## config.mk

```make
export PLATFORM = sky130hd
export DESIGN_NAME = play_sequencer
export DESIGN_NICKNAME = d
export VERILOG_FILES = /design/src/rtl/play_sequencer.sv
export SDC_FILE = /design/constraint.sdc
export NUM_CORES = 1
export LEC_CHECK = 0
export ABC_CLOCK_PERIOD_IN_PS = 2900
export CORE_MARGIN = 10
export CORE_UTILIZATION = 56
export DETAILED_ROUTE_END_ITERATION = 7
export GPL_ROUTABILITY_DRIVEN = 0
export PLACE_DENSITY = 0.79
export SYNTH_ARGS = -nofsm -noshare
export SYNTH_HDL_FRONTEND = slang
export SYNTH_SLANG_ARGS = --single-unit
```

## constraint.sdc

```tcl
create_clock -name clk -period 2.9 [get_ports clk]
set_input_delay 0.435 -clock clk [delete_from_list [all_inputs] [get_ports clk]]
set_output_delay 0.435 -clock clk [all_outputs]
set_load 0.02 [all_outputs]
```

## src/rtl/play_sequencer.sv

```systemverilog
// Song auto-play scheduler: walks a synchronous song ROM, times notes and gaps, and lets a live key override the note path.
// Define PLAY_LOOP_EN to restart the song at its end marker instead of finishing with a done pulse.
module play_sequencer #(
  parameter int unsigned TICK_DIV   = 12_500_000,
  parameter int unsigned GAP_CYCLES = 1_000_000,
  parameter int unsigned ADDR_W     = 6
) (
  input  logic              clk,
  input  logic              rst,
  input  logic              start,
  input  logic              pause,
  input  logic              stop,
  input  logic              key_valid,
  input  logic [3:0]        key_note,
  output logic [ADDR_W-1:0] rom_addr,
  input  logic [8:0]        rom_data,
  output logic [3:0]        current_track,
  output logic              playing,
  output logic              busy,
  output logic              done
);

  localparam int unsigned CNT_MAX = (TICK_DIV > GAP_CYCLES) ? TICK_DIV : GAP_CYCLES;
  localparam int unsigned CNT_W   = (CNT_MAX > 1) ? $clog2(CNT_MAX) : 1;
  localparam logic [CNT_W-1:0] TICK_LAST = CNT_W'(TICK_DIV - 1);
  localparam logic [CNT_W-1:0] GAP_LAST  = CNT_W'(GAP_CYCLES - 1);

  typedef enum logic [2:0] {
    S_IDLE, S_FETCH, S_LOAD, S_PLAY, S_GAP, S_PAUSED, S_DONE
  } state_t;

  state_t            state, state_n, ret_state, ret_n;
  logic [CNT_W-1:0]  cnt, cnt_n;
  logic [3:0]        dur, dur_n, seq_track, track_n;
  logic [ADDR_W-1:0] addr_n;

  always_ff @(posedge clk or posedge rst) begin
    if (rst) begin
      state         <= S_IDLE;
      ret_state     <= S_PLAY;
      cnt           <= '0;
      dur           <= '0;
      seq_track     <= '0;
      rom_addr      <= '0;
      current_track <= '0;
      playing       <= 1'b0;
      busy          <= 1'b0;
      done          <= 1'b0;
    end else begin
      state         <= state_n;
      ret_state     <= ret_n;
      cnt           <= cnt_n;
      dur           <= dur_n;
      seq_track     <= track_n;
      rom_addr      <= addr_n;
      // Outputs are registered from next-state so they line up with the state they describe.
      playing       <= key_valid || (state_n == S_PLAY);
      current_track <= key_valid ? key_note : track_n;
      busy          <= !((state_n == S_IDLE) || (state_n == S_DONE));
      done          <= (state_n == S_DONE) && (state != S_DONE);
    end
  end

  always_comb begin
    state_n = state;
    ret_n   = ret_state;
    cnt_n   = cnt;
    dur_n   = dur;
    track_n = seq_track;
    addr_n  = rom_addr;

    case (state)
      S_IDLE, S_DONE: ;
      S_FETCH: state_n = S_LOAD;
      S_LOAD: begin
        if (!rom_data[8]) begin
          track_n = rom_data[3:0];
          dur_n   = rom_data[7:4];
          cnt_n   = '0;
          state_n = S_PLAY;
        end else begin
`ifdef PLAY_LOOP_EN
          addr_n  = '0;
          state_n = S_FETCH;
`else
          state_n = S_DONE;
`endif
        end
      end
      S_PLAY: begin
        if (cnt == TICK_LAST) begin
          cnt_n = '0;
          if (dur == '0) state_n = S_GAP;
          else           dur_n   = dur - 1'b1;
        end else begin
          cnt_n = cnt + 1'b1;
        end
      end
      S_GAP: begin
        if (cnt == GAP_LAST) begin
          cnt_n   = '0;
          addr_n  = rom_addr + 1'b1;
          state_n = S_FETCH;
        end else begin
          cnt_n = cnt + 1'b1;
        end
      end
      S_PAUSED: if (pause) state_n = ret_state;
      default: state_n = S_IDLE;
    endcase

    // The pulse cycle itself still counts; pausing parks whatever state the count leads to.
    if (pause && ((state == S_PLAY) || (state == S_GAP)) &&
        ((state_n == S_PLAY) || (state_n == S_GAP))) begin
      ret_n   = state_n;
      state_n = S_PAUSED;
    end

    if (stop || start) begin
      state_n = stop ? S_IDLE : S_FETCH;
      addr_n  = '0;
      cnt_n   = '0;
      dur_n   = '0;
      track_n = seq_track;
    end
  end

endmodule

```

==> flow_summary.yaml <==
yosys:
  syn_inst: 305
  syn_nets: 328
  synth_edf_count: 0
  synthTopCellsByArea: "dfrtp_1, nand2_1, mux2_2, a21oi_1, nor2_1"
  syn_avg_cell_area_um2: 9.37
  ys_ff_latch: 51
  synth_warnings: 0
  synth_top_area_share_pct: 42.9
  synthMostInstantiatedCell: "dfrtp_1"
  yosysTopAreaCell: "dfrtp_1"
  ys_async_sr_fraction_pct: 100
  ys_seq_area_share_pct: 44.7
  synth_common_cells: "dfrtp_1, nand2_1, nor2_1, a21oi_1"
  yosys_most_used_dff: "dfrtp_1"
  synth_cell_type_count: 56
  syn-cell-area_um2: 2860
timing:
  finalMaxSlewViolations: 0
  finalWorstSetupSlack_ns: 0.403
  finalSetupTns_ns: 0
  setup_viol: 0
  worstMarginPinSlew_ns: 0.683
  min_period_ns: 2.50
  rsz0062_at_grt: "false"
  hold_violations: 0
  fin_crit_sh_pct: 86.1
  skew_ns: 0.00886
  max_freq_mhz: 400
  slew_headroom_pct: 54.4
layout:
  final_nets: 363
  drive_gt1_share_pct: 11.7
  syn_to_final_growth_pct: 18.2
  instances_no_fill: 408
  diodes: 0
  fillCellCount: 373
pwr:
  pwr-share-comb_pct: 12.1
  pwr_density_cell_nw_per_um2: 396
  swShare_pct: 24.3
  power.leakage_nw: 1.31
  clockPowerShare_pct: 31.4
  p_switching_w: 0.000326
  p_int_w: 0.00101
  ir_drop_v: 0.000279
  pwr-share-seq_pct: 56.5
setup_path:
  cp-end-kind: "flip-flop"
  crit_type: "reg -> reg"
  arrival_ns: 2.64
  reg2reg_slack_ns: 0.40
  slowest_stage: "or4_4"
  slowest_delay_ns: 0.56
  r2r-start: "cnt[11]"
  startpoint: "cnt[11]"
  crit_path_start_kind: "flip-flop"
  worstPathCellList: "or4_4, nor4_4, a21oi_1, buf_4, o21ai_2, o221ai_1"
  reg2reg_to: "cnt[20]"
  reg2reg_depth: 6
  cp.required_ns: 3.04
  crit_fanout: 10
floorplan:
  ioPinCount: 32
  core_area_um2: 4850
  die_y_um: 91.5
  placementRows: 25
  die-area_um2: 8360
  initial_core_util_pct: 59.0
  die_w_um: 91.5
routing:
  wl_mm: 6.96
  wl_per_cell_um: 17.0
  ant_nets: 0
  drt_iter0_markers: 189
  via_per_inst: 6.12
  drtPass1Iterations: 4
  route.detailed.drc: 0
  vias: 2498
clock_tree:
  ctsHoldBuffers: 0
  htreeDepth: 2
  cts-buffers-inserted: 5
  cts_tree: "done"
  cts.root.buffer_cell: "clkbuf_8"
  clk_pin_slew_ns: 0.09
  cts_resized: 0
  cts.sinks: 51
  cts_setup_buffers: 0
  cts.path.max_buffers: 2
  insertion_delay_ns: 0.31
grt:
  grt_max_degree: 28
  antenna_found_initial: 0
  grt_pass1_vias: 2446
  grt_overflow: 0
  grt_util_all_layers_pct: 16.7
  grt_first_pass_wirelength_mm: 11.7
placement:
  dp.cells: 400
  pre_cts_slack_ns: 0.330
  hpwl_mm: 5.14
  io_buffers: 31
min_path:
  min-delay-path-class: "in -> async"
run_status:
  outcome: "complete, no violations"
run:
  drv_cap: 0
-- metrics by stage --
step	power [W]	utilization (%)	area, µm²	hold slack, ns
finish	0.00134	69.7	3380	0.487
global route	0.00139	69.7	3380	0.512
CTS	0.00135	69.7	3380	0.499
detailed placement	0.000935	67.8	3290	0.484
global placement	0.000931	67.8	3290	0.475
floorplan	0.000859	-	2860	0.451
-- layer usage --
| metal | GRT usage, % | share of wire (%) | up-vias |
|---|---|---|---|
| li1 | - | - | 1208 |
| met1 | 21.1 | 43 | 1201 |
| met2 | 26.8 | 49 | 79 |
| met3 | 4.28 | 7.1 | 10 |
| met4 | 5.74 | 1.3 | 0 |
| met5 | 0 | 0 | - |
-- critical path: cells and delay by family, from the launching register on --
family | cells | cell delay [ns]
buf+inv | 1 | 0.23
compound gates | 3 | 0.74
simple gates | 2 | 0.93
flops | 1 | 0.43
-- final cells by class --
| class | instances | area (µm²) | share of cell area (%) |
|---|---|---|---|
| inverters | 9 | 33.8 | 0.999 |
| flip-flops and latches | 51 | 1280 | 37.8 |
| clock buffers | 7 | 86.3 | 2.55 |
| repair buffers | 40 | 390 | 11.5 |
| well taps | 67 | 83.8 | 2.48 |
| multi-input cells | 233 | 1500 | 44.4 |
| clock inverters | 1 | 5.00 | 0.148 |
-- registers in the layout, summed over array words and instances (netlist names) --
signal	cells
done	1
playing	1
rom_addr	6
cnt	24
ret_state	3
dur	4
current_track	4
seq_track	4
busy	1
state	3
-- power by group through the flow --
stage	Sequential (W)	Clock, W	Combinational, W
global placement	0.000770	0	0.000161
CTS	0.000757	0.000427	0.000165
finish	0.000757	0.000420	0.000162
global route	0.000761	0.000448	0.000178
floorplan	0.000779	0	0.0000802
detailed placement	0.000772	0	0.000164
-- layout by cell type, fill, tap and decap left out, types with 4 or more instances in the layout --
master and n:
dfrtp_1 49, clkdlybuf4s50_1 31, nand2_1 28, nor2_1 24, a21oi_1 20, nand3_1 12
o21ai_0 12, nor3_1 11, or3_1 10, mux2_2 9, inv_1 8, buf_4 8
nand4_1 7, nand2b_1 7, o211ai_1 7, or4_1 6, nor4_1 6, xnor2_1 6
clkbuf_8 6, nor2b_1 4, xor2_1 4, a211oi_1 4, ha_1 4
-- logic make-up after synthesis --
logic type | after synthesis | share of synthesized area (%)
AOI/OAI and AO/OA | 74 | 17.4
xor gates and xnor gates | 10 | 3.06
adders and majority gates | 4 | 1.75
buffers and inverters | 21 | 2.89
DFF | 51 | 44.7
muxes | 10 | 3.90
and+or+nand+nor | 135 | 26.3
-- how the worst max path moves through the flow --
stage / slack (ns) / depth (start not counted) / to
2_1_floorplan: 0.64 / 6 / cnt[10]
3_3_place_gp: 0.39 / 6 / cnt[19]
3_5_place_dp: 0.33 / 6 / cnt[21]
4_1_cts: 0.43 / 6 / cnt[20]
5_1_grt: 0.24 / 7 / cnt[20]
6_report: 0.40 / 6 / cnt[20]
Power figures use the tool's default switching activity.
